**src/rtl/serial_addsub.sv**
```systemverilog
// rtl/serial_addsub.sv - bit-serial adder/subtractor, LSB-first, one bit per enabled clock
// Subtraction is A + ~B + 1, so the carry register is seeded with Sub.
module serial_addsub #(
    parameter int WIDTH = 8
) (
    input  logic             Clock,
    input  logic             Reset,
    input  logic             Start,
    input  logic             Sub,
    input  logic             Enable,
    input  logic [WIDTH-1:0] A,
    input  logic [WIDTH-1:0] B,
    output logic             Busy,
    output logic             Done,
    output logic [WIDTH-1:0] S,
    output logic             Cout,
    output logic             Ovf,
    output logic             SerialOut
);

    localparam int CW = (WIDTH > 1) ? $clog2(WIDTH) : 1;
    localparam logic [CW-1:0] CNT_LAST = CW'(WIDTH - 1);
    localparam logic [CW-1:0] CNT_CMSB = CW'(WIDTH - 2);

    typedef enum logic {
        IDLE = 1'b0,
        RUN  = 1'b1
    } state_t;

    state_t           state;
    logic [WIDTH-1:0] op_a;
    logic [WIDTH-1:0] op_b;
    logic [WIDTH-2:0] sr;
    logic [CW-1:0]    cnt;
    logic             carry;
    logic             cmsb;

    logic             sum_bit;
    logic             carry_next;
    logic [WIDTH-1:0] sr_next;

    assign sum_bit    = op_a[0] ^ op_b[0] ^ carry;
    assign carry_next = (op_a[0] & op_b[0]) | (op_a[0] & carry) | (op_b[0] & carry);
    // sr only needs the WIDTH-1 bits already produced; the current bit completes the word
    assign sr_next    = {sum_bit, sr};

    assign Busy      = (state == RUN);
    assign SerialOut = Busy & sum_bit;

    always_ff @(posedge Clock or posedge Reset) begin
        if (Reset) begin
            state <= IDLE;
            op_a  <= '0;
            op_b  <= '0;
            sr    <= '0;
            cnt   <= '0;
            carry <= 1'b0;
            cmsb  <= 1'b0;
            Done  <= 1'b0;
            S     <= '0;
            Cout  <= 1'b0;
            Ovf   <= 1'b0;
        end else begin
            Done <= 1'b0;
            if (state == IDLE) begin
                if (Start) begin
                    op_a  <= A;
                    op_b  <= Sub ? ~B : B;
                    carry <= Sub;
                    cnt   <= '0;
                    sr    <= '0;
                    cmsb  <= 1'b0;
                    state <= RUN;
                end
            end else if (Enable) begin
                op_a  <= op_a >> 1;
                op_b  <= op_b >> 1;
                sr    <= sr_next[WIDTH-1:1];
                carry <= carry_next;
                cnt   <= cnt + 1'b1;
                if (cnt == CNT_CMSB) begin
                    cmsb <= carry_next;
                end
                if (cnt == CNT_LAST) begin
                    S     <= sr_next;
                    Cout  <= carry_next;
                    Ovf   <= cmsb ^ carry_next;
                    Done  <= 1'b1;
                    state <= IDLE;
                end
            end
        end
    end

endmodule

```
**config.mk**
```make
export PLATFORM = sky130hd
export DESIGN_NAME = serial_addsub
export DESIGN_NICKNAME = d
export VERILOG_FILES = /design/src/rtl/serial_addsub.sv
export SDC_FILE = /design/constraint.sdc
export NUM_CORES = 1
export LEC_CHECK = 0
export ABC_AREA = 1
export CORE_ASPECT_RATIO = 0.9
export CORE_MARGIN = 2
export CORE_UTILIZATION = 55
export CTS_CLUSTER_DIAMETER = 80
export DETAILED_ROUTE_END_ITERATION = 6
export PLACE_DENSITY_LB_ADDON = 0.08
export SLEW_MARGIN = 40
export SYNTH_ARGS = -nofsm -noshare
export SYNTH_HDL_FRONTEND = slang
export SYNTH_SLANG_ARGS = --single-unit
```
**constraint.sdc**
```tcl
create_clock -name Clock -period 4.1 [get_ports Clock]
set_clock_uncertainty 0.1 [all_clocks]
set_input_delay 0.615 -clock Clock [delete_from_list [all_inputs] [get_ports Clock]]
set_output_delay 0.615 -clock Clock [all_outputs]
set_load 0.1 [all_outputs]
```
# Yosys cells after proc, flatten, opt, wreduce, memory -nomap -nowiden
# Index checks and enable logic that the tools add are counted.
[word_totals]
input_bits = 21
out_inout_bits = 13
ff_bits = 40
word_cells = 57
[classes]
reduce_logical = 4
n_eq_ne = 4
bitwise = 10
n_addsub = 1
muxes = 27
[ops]
columns = ["cell", "n"]
rows = [
  ["8-bit 2-to-1 mux", 7],
  ["7-bit 2-to-1 mux", 3],
  ["1-bit 2-to-1 mux", 14],
  ["3-bit 2-to-1 mux", 3],
  ["8-bit NOT", 1],
  ["3-bit == test, second input constant", 2],
  ["3-bit AND reduction", 2],
  ["1-bit bitwise AND", 4],
  ["3-bit by 1-bit adder with 3-bit output, second input constant", 1],
  ["1-bit XOR", 3],
  ["2-bit by 1-bit inequality test with 1-bit output, second input constant", 1],
  ["2-bit inequality test, second input constant", 1],
  ["1-bit OR", 2],
  ["2-bit AND reduction", 1],
  ["2-bit nonzero test", 1],
]

# Longest topological paths before layout
# Gate-level depths: netlist of the first run.
[logic_depth]
word_depth = 6
ltp_mapped = 8
depth_no_buf = 7

# Worst setup path after synthesis of the first run
# No wires, ideal clock.
[synth_path]
path_type = "register to output"
startpoint = "register state, in the netlist Busy"
endpoint = "output port SerialOut"
path_buffers = 0
arrival_ps = 1709
setup_slack_ps = 1676
t_required_ps = 3385
stages_incl_launch_ff = 3
cell_sequence = "dfrtp_1 > nand2_1 > inv_1"
[synth_between]
elab_chain_cells = 1
[synth_rtl]
columns = ["element", "line", "text"]
rows = [
  ["start: declaration", "30", "state_t state;"],
  ["start signal: assignment", "52", "state <= IDLE;"],
  ["start signal: assignment", "73", "state <= RUN;"],
  ["start signal: assignment", "89", "state <= IDLE;"],
  ["1-bit bitwise AND", "48", "assign SerialOut = Busy & sum_bit;"],
  ["end: declaration", "18", "output logic SerialOut"],
]
# No other way between the ends.

# Worst setup path after layout of the first run
[layout_path]
startpoint = "register op_a[0]"
endpoint = "output port SerialOut"
[layout_between]
elab_chain_cells = 3
[layout_rtl]
columns = ["element", "line", "text"]
rows = [
  ["start: declaration", "31", "logic [WIDTH-1:0] op_a;"],
  ["start signal: assignment", "76", "op_a <= op_a >> 1;"],
  ["1-bit XOR (2 in series)", "42", "assign sum_bit = op_a[0] ^ op_b[0] ^ carry;"],
  ["via sum_bit", "38", "logic sum_bit;"],
  ["1-bit bitwise AND", "48", ""],
]
# The timed path passes the listed nets, and every way through them passes these cells.

==> run metrics, run 1 <==
CTS Sinks=40; most common cell in the netlist=nand2_1; TritonCTS clock tree=built; Hold-fix buffers, CTS=0; Clock Power Share=0.158; post-CTS setup-driven buffer insertion count=0; Async SR Flop Fraction=1.000; Skew-Pair Late Insertion Delay=0.28 ns; vias in the first global route=1,403; peak per-stage delay on the critical path=0.54 ns; Tmin final=2.367 ns; cells after synthesis=236; hold crit path type=reg2reg; wire per inst=11.06 um; grt total ovfl=0; Pwr Density=742.7 nW/um2; Placed Cells=308; FP Rows=20; Req. time, crit path=3.38 ns; Top Family by Delay on Critical Path=adder cells; Syn Area/Cell=8.059 um2; total track usage=0.2075; Synth Flop Type=dfrtp_1; flops & latches, synth=40; Worst Max-Slew Pin Slew=0.5260 ns; FF-to-FF End=op_b[0]; end of the worst hold path=Cout; Starting Density=0.5672; Mapped Area=roughly 1900 um2; share of cells above drive strength 1=0.1360; Die Span Y=59.79 um; Synth warnings=0; status=completed; Setup TNS=0 ns; Num CTS Buffers=5; CORE AREA=between 3000 and 4000 um2; drt drc=0; port buffer count=33; Rel. slew slack=0.6489; CTS max path bufs=2; worst endpoint data arrival time=1.65 ns; area of the die=slightly below 4000 um2; path depth of the worst reg2reg path=6; CTS resizes=0; Crit. End Element=output port; RSZ-0062 raised after global routing=false; critical path class=reg2out; P&R area growth vs syn=20.53%; worst hold margin=0.3740 ns; post-synth top area cell=dfrtp_1; clk slew on worst S/H paths=0.07 ns; largest net degree at the start of global routing=27; DR pass1 iterations=4; Filler Cell Count=284; # IOs=34; area of the multi-input gates=733.2 um2; synth unique cells=23; worst reg2reg setup slack=2.27 ns; endpoints failing hold=0; total chip power=between 1.5 and 2 mW; top cells by area, synth=dfrtp_1 53%, nand2_1 22%, inv_1 5.7%; worst-path fanout max=2; post-route insts no fill=316; worst r2r src=Busy; number of setup violations in the final report=0; H-tree depth=2; pre-CTS setup slack=1.882 ns; Pint=0.8625 mW; Flop pwr share=0.360; synth cell count leaders=109 x nand2_1, 40 x dfrtp_1, 29 x inv_1; drt total wl=3494 um; Sw Share=0.4933; via count=approximately 1,500; sequential-to-total area share from yosys stat=0.5263; Final Worst Setup Slack=1.733 ns; hold path depth=2; GPL Wtd Cong=0.7698; n_diodes=0; Die X=65.99 um; Max VDD drop=0.5033 mV; leakage power=around 1.2 nW; Post-synth EDFFs=0; Post-DRT Antenna Nets=0; crit path cell chain=fa_1 -> nand2_1 -> inv_1 -> buf_4; Detailed Route Iter0 Violations=114; global-route wire length before repair=around 6200 um; Logic pwr share=0.482; Psw=0.8398 mW; top-area cell type share of the netlist area=0.5263; maxcap violations=0; register area=1001 um2; Synth Net Count=261; Final #Nets=296; highest-delay cell along the critical path=fa_1; initial antenna violation count=0; Bufs and invs on worst path=2; root buf cell=clkbuf_8; WP depth=4; Worst Hold Launch=Cout; fmax=approximately 420 MHz; vias per inst=approximately 4.7; startpoint types=flip-flop; period utilization=0.5773; hpwl dp=2371 um; Max Slew Vio Count=0
==> state kept, by name, indices dropped and copies added (netlist names), 3 cells and up <==
register and cells:
cnt 3, op_b 8, sr 7, S 8, op_a 8
==> through the flow <==
| stage | cell area [um2] | util |
|---|---|---|
| after floorplan | 1902 | - |
| final | 2292 | 0.6836 |
| after global placement | 2258 | 0.6735 |
| after detailed placement | 2198 | 0.6556 |
| after CTS | 2292 | 0.6836 |
| after global routing | 2292 | 0.6836 |
==> cells in the final DEF (no fill, tap or decap), drive strengths merged, types with 3 or more instances in the layout <==
cell type / n
buf: 15
ha: 3
clkdlybuf4s50: 20
dfrtp: 40
nand2: 112
o22ai: 7
clkbuf: 7
inv: 32
o21ai: 20
nand3: 8
nor2: 3
==> power by group through the flow <==
| stage | Combinational (mW) | Clock (mW) | Sequential, mW |
|---|---|---|---|
| after floorplan | 0.382 | 0 | 0.911 |
| after global placement | 0.853 | 0 | 0.617 |
| after detailed placement | 0.825 | 0 | 0.620 |
| after CTS | 0.828 | 0.274 | 0.613 |
| after global routing | 0.900 | 0.290 | 0.631 |
| final | 0.821 | 0.269 | 0.613 |
==> cell type report <==
type,instances,share of cell area
sequential,40,0.4367
multi-input combinational,156,0.3199
timing repair buffer,35,0.1234
inverter,33,0.05513
clock buffer,7,0.03766
tap,44,0.02402
clock inverter,1,0.003275
==> logic make-up (layout without fill, tap and decap cells) <==
family                   Yosys count  after routing  share of synthesized area
AO/OA/AOI/OAI                     28             28                    0.09210
XOR/XNOR                           1              1                   0.004606
adder cells (fa/ha/maj)            4              4                    0.03027
buffers and inverters             40             76                    0.08816
flip-flops                        40             40                     0.5263
AND/OR/NAND/NOR                  123            123                     0.2586
==> routing by layer <==
layer  up-vias  GRT usage  wire length (um)
li1        789          -                 -
met1       673     0.2900              1752
met2        31     0.3261              1550
met3         4    0.05085               163
met4         0    0.06122                28
met5         -          0                 0
==> worst max path at each step <==
stage / start / end
detailed placement: Enable / S[6]
global placement: Busy / Busy
finish: op_a[0] / SerialOut
global route: op_a[0] / SerialOut
floorplan: Busy / SerialOut
CTS: op_a[0] / SerialOut
==> worst reg2reg max path, delay by kind of cell (launching register included) <==
kind | cells | cell delay, ns
and+or+nand+nor | 4 | 0.57
DFF | 1 | 0.63
buffers and inverters | 2 | 0.47
Note: power is estimated with default switching activity, not from simulation.
==> run 2, diff against run 1 <==
CORE_UTILIZATION = 47   (was 55)
clock period = 2 ns   (was 4.1 ns; I/O delays follow)
==> run 2 against run 1 <==
Compared with the run above: clock power grew to 2.5 times the previous value; first-iteration DRC count decreased by 23%; core utilization is 5.1 points lower; final area increased by 5.1%; die area grew 16%; register-to-register slack got worse by 1.9 ns; critical path type unchanged.
==> run metrics, run 2 (synthesis results as in run 1) <==
FP Rows=21 (was 20); metal3 WL=140 um (was 163 um); hpwl dp=2522 um (was 2371 um); endpoints failing hold=0 (unchanged); startpoint types=flip-flop (unchanged); crit path cell chain=fa_1 -> nand2_2 -> clkinvlp_4 -> buf_12 (was fa_1 -> nand2_1 -> inv_1 -> buf_4); peak per-stage delay on the critical path=0.55 ns (was 0.54 ns); total track usage=0.1856 (was 0.2075); grt total ovfl=0 (unchanged); DRT met1 WL=1778 um (was 1752 um); CTS Sinks=40 (unchanged); Starting Density=0.4992 (was 0.5672); status=completed (unchanged); clk slew on worst S/H paths=0.08 ns (was 0.07 ns); TritonCTS clock tree=built (unchanged); drt drc=0 (unchanged); leakage power=1.267 nW (was 1.231 nW); Hold-fix buffers, CTS=0 (unchanged); RSZ-0062 raised after global routing=true (was false); biggest regs=S: 8 flops, op_a: 8 flops, op_b: 8 flops (unchanged); Bufs and invs on worst path=2 (unchanged); period utilization=0.9926; commonest cells after routing, fill and taps aside=108 x nand2_1, 39 x dfrtp_1, 28 x inv_1 (was 109 x nand2_1, 40 x dfrtp_1, 28 x inv_1); placement-stage cell area=2291 um2 (was 2198 um2); Setup TNS=0 ns (unchanged); worst reg2reg setup slack=0.40 ns (was 2.27 ns); Top Family by Delay on Critical Path=adder cells (unchanged); share of cells above drive strength 1=0.1594 (was 0.1360); total chip power=3.804 mW (was 1.702 mW); path depth of the worst reg2reg path=7 (was 6); worst-path fanout max=2 (unchanged); Max VDD drop=0.8835 mV (was 0.5033 mV); Pwr Density=1580 nW/um2 (was 742.7 nW/um2); Num CTS Buffers=5 (unchanged); initial antenna violation count=0 (unchanged); fmax=503.7 MHz; vias per inst=4.823 (was 4.737); top sig layer=met4 (unchanged); cell area after layout=2409 um2 (was 2292 um2); commonest non-fill, non-tap cell in the layout=nand2_1 (unchanged); highest-delay cell along the critical path=fa_1 (unchanged); n_diodes=0 (unchanged); via count=1,553 (was 1,497); crit path launch=carry (was op_a[0]); worst endpoint data arrival time=1.59 ns (was 1.65 ns); CP Capture Point=SerialOut (unchanged); CTS max path bufs=2 (unchanged); number of setup violations in the final report=0 (unchanged); DR pass1 iterations=4 (unchanged); Max Slew Vio Count=0 (unchanged); Req. time, crit path=1.60 ns (was 3.38 ns); critical path class=reg2out (unchanged); drt total wl=3695 um (was 3494 um); # IOs=34 (unchanged); maxcap violations=0 (unchanged); Detailed Route Iter0 Violations=88 (was 114); WP depth=4 (unchanged); wire per inst=11.48 um (was 11.06 um); worst r2r src=cnt[1] (was Busy); GPL Wtd Cong=0.7205 (was 0.7698); global-route wire length before repair=6596 um (was 6203 um); Rel. slew slack=0.6613 (was 0.6489); Final #Nets=300 (was 296); Worst Max-Slew Pin Slew=0.5081 ns (was 0.5260 ns); hold crit path type=in2async (was reg2reg); FF-to-FF End=S[2] (was op_b[0]); largest net degree at the start of global routing=41 (was 27); vias in the first global route=1,526 (was 1,403); H-tree depth=2 (unchanged); Die Span Y=64.35 um (was 59.79 um); Filler Cell Count=324 (was 284); Post-DRT Antenna Nets=0 (unchanged); area of the die=4572 um2 (was 3945 um2); P&R area growth vs syn=26.64% (was 20.53%); Skew-Pair Late Insertion Delay=0.30 ns (was 0.28 ns); Die X=71.05 um (was 65.99 um); port buffer count=33 (unchanged); root buf cell=clkbuf_8 (unchanged); CORE AREA=3810 um2 (was 3353 um2); Crit. End Element=output port (unchanged); Tmin final=1.985 ns; met2 wire len=1711 um (was 1550 um)
run 2: area by class of cell:
type	count	area, um2	area share
sequential	40	1002	0.4161
tap	46	57.56	0.02390
clock inverter	3	46.29	0.01922
inverter	33	130.1	0.05403
multi-input combinational	156	735.7	0.3055
timing repair buffer	39	367.9	0.1527
clock buffer	5	68.82	0.02857
run 2: report_power, final:
part           internal, mW  switching, mW  total (mW)
clock network         0.376          0.307       0.683
registers              1.10          0.163        1.27
logic                 0.529           1.33        1.85
total                  2.01           1.80        3.80
run 2: tightest hold or removal path, delay by kind of cell:
kind / cells / cell delay [ns]
buffers and inverters: 3 / 0.86
run 2: stage by stage:
stage | hold slack [ns] | utilization | instances | setup slack, ns
CTS | 0.3357 | 0.6322 | 322 | 0.001362
floorplan | 0.3166 | - | 236 | 0.1018
detailed placement | 0.3601 | 0.6013 | 314 | 0.2599
global route | 0.4010 | 0.6322 | 322 | -0.04455
finish | 0.3164 | 0.6322 | 322 | 0.01475
global placement | 0.3538 | 0.6013 | 314 | 0.3000
run 2: repair_timing:
action,in CTS,in global routing
buffers inserted,0,0
cloned,0,0
pin swaps,0,1
endpoints found under the setup margin,1,1
gates resized for setup,1,0
run 2: worst min path at each step:
stage	from	end	slack [ns]	cells past startpoint
after floorplan	A[7]	op_a[7]	0.32	2
after CTS	Reset	S[0]	0.34	3
after global routing	Reset	sr[2]	0.40	3
final	Reset	op_b[2]	0.32	3
after detailed placement	op_a[5]	op_a[5]	0.36	2
after global placement	op_a[6]	op_a[6]	0.35	2
run 2: metal layers:
layer,global-route usage,vias up
met2,0.2979,25
met3,0.04416,5
met4,0.08962,0
li1,-,800
met5,0,-
met1,0.2360,723
==> run 3, diff against run 2 <==
CORE_MARGIN = 10   (was 2)
==> run 3 against run 2 <==
Compared with the run above: wire length is 8.0% higher; final cell count did not move; critical path type unchanged; combinational power barely moved; largest cell class unchanged.
==> run metrics, run 3 (synthesis results as in run 1) <==
# IOs=34 (unchanged); area of the die=6994 um2 (was 4572 um2); Hold-fix buffers, CTS=0 (unchanged); largest net degree at the start of global routing=41 (unchanged); critical path class=reg2out (unchanged); Layout Utilization=0.6351 (was 0.6322); Final Worst Setup Slack=0.003765 ns (was 0.01475 ns); CTS Sinks=40 (unchanged); grt total ovfl=0 (unchanged); port buffer count=33 (unchanged); crit path launch=op_a[0] (was carry); FP Rows=21 (unchanged); Rel. slew slack=0.6713 (was 0.6613); leakage power=1.276 nW (was 1.267 nW); crit path cell chain=fa_1 -> nand2_2 -> clkinvlp_4 -> buf_12 (unchanged); commonest non-fill, non-tap cell in the layout=nand2_1 (unchanged); Req. time, crit path=1.60 ns (about the same); hold crit path type=in2async (unchanged); worst endpoint data arrival time=1.60 ns (was 1.59 ns); CORE AREA=3810 um2 (unchanged); peak per-stage delay on the critical path=0.56 ns (was 0.55 ns); CTS max path bufs=2 (unchanged); maxcap violations=0 (unchanged); biggest regs=S: 8 flops, op_a: 8 flops, op_b: 8 flops (unchanged); highest-delay cell along the critical path=fa_1 (unchanged); vias per inst=4.835 (was 4.823); initial antenna violation count=0 (unchanged); startpoint types=flip-flop (unchanged); worst r2r src=cnt[0] (was cnt[1]); Num CTS Buffers=5 (unchanged); share of cells above drive strength 1=0.1594 (unchanged); number of setup violations in the final report=0 (unchanged); clk slew on worst S/H paths=0.08 ns (about the same); Detailed Route Iter0 Violations=68 (was 88); Final #Nets=300 (unchanged); RSZ-0062 raised after global routing=true (unchanged); TritonCTS clock tree=built (unchanged); commonest cells after routing, fill and taps aside=108 x nand2_1, 39 x dfrtp_1, 28 x inv_1 (unchanged); P&R area growth vs syn=27.24% (was 26.64%); n_diodes=0 (unchanged); H-tree depth=2 (unchanged); period utilization=0.9981 (was 0.9926); via count=1,557 (was 1,553); Die Span Y=80.35 um (was 64.35 um); pre-CTS setup slack=0.2859 ns (was 0.2599 ns); GPL Wtd Cong=0.7270 (was 0.7205); fmax=500.9 MHz (was 503.7 MHz); Max VDD drop=0.8755 mV (was 0.8835 mV); path depth of the worst reg2reg path=7 (unchanged); Post-DRT Antenna Nets=0 (unchanged); drt total wl=3989 um (was 3695 um); wire per inst=12.39 um (was 11.48 um); CTS resizes=1 (unchanged); post-CTS setup-driven buffer insertion count=0 (unchanged); Tmin final=1.996 ns (was 1.985 ns); Crit. End Element=output port (unchanged); Starting Density=0.4992 (unchanged); Worst Max-Slew Pin Slew=0.4931 ns (was 0.5081 ns); Skew-Pair Late Insertion Delay=0.30 ns (about the same); root buf cell=clkbuf_8 (unchanged); Die X=87.05 um (was 71.05 um); hpwl dp=2818 um (was 2522 um); total track usage=0.1206 (was 0.1856); DR pass1 iterations=4 (unchanged); global-route wire length before repair=6782 um (was 6596 um); status=completed (unchanged); drt drc=0 (unchanged); Max Slew Vio Count=0 (unchanged); worst-path fanout max=2 (unchanged); vias in the first global route=1,505 (was 1,526); Pwr Density=1594 nW/um2 (was 1580 nW/um2); endpoints failing hold=0 (unchanged)
[run 3: changes by cell type in the layout (fill, tap and decap cells not counted), sizes merged]
cell / before / now
clkbuf: 5 / 7
clkinvlp: 2 / 1
inv: 32 / 31
[run 3: report_power, final]
| part | internal, mW | leakage (nW) | switching [mW] | total [mW] |
|---|---|---|---|---|
| clock | 0.440 | 0.0645 | 0.284 | 0.724 |
| sequential | 1.11 | 0.531 | 0.162 | 1.27 |
| combinational | 0.531 | 0.681 | 1.33 | 1.87 |
[run 3: worst paths after layout]
kind,endpoint,slack [ns]
min,Ovf,0.32
min in group Clock,op_a[7],0.38
min reg2reg,op_a[7],0.38
max,SerialOut,0.004
max reg2reg,S[0],0.42
max in group asynchronous,Busy,1.12
[run 3: layout make-up]
class                      instances  area, um2
clock buffer                       7      96.34
clock inverter                     1      30.03
fill                             334       1390
inverter                          33      130.1
multi-input combinational        156      735.7
sequential                        40       1002
tap                               46      57.56
timing repair buffer              39      367.9
[run 3: metal layers]
metal | share of wire | GRT usage
met1 | 0.48 | 0.1484
met2 | 0.44 | 0.1867
met3 | 0.059 | 0.03835
met4 | 0.021 | 0.05825
met5 | 0 | 0
[run 3: worst max-delay path, delay by kind of cell, from the launching register on]
family / cells / cell delay [ns]
fa+ha+maj: 1 / 0.56
buf+inv: 2 / 0.27
flops: 1 / 0.40
simple gates: 1 / 0.07
[run 3: through the flow]
step                hold slack [ns]  total power, mW  setup TNS, ns  cell area [um2]  cells
finish                       0.3197            3.857              0             2420    322
global route                 0.3747            4.095       -0.03721             2420    322
CTS                          0.3389            3.892              0             2420    322
detailed placement           0.3599            3.155              0             2291    314
global placement             0.3542            3.124              0             2291    314
floorplan                    0.3166            2.670              0             1907    236
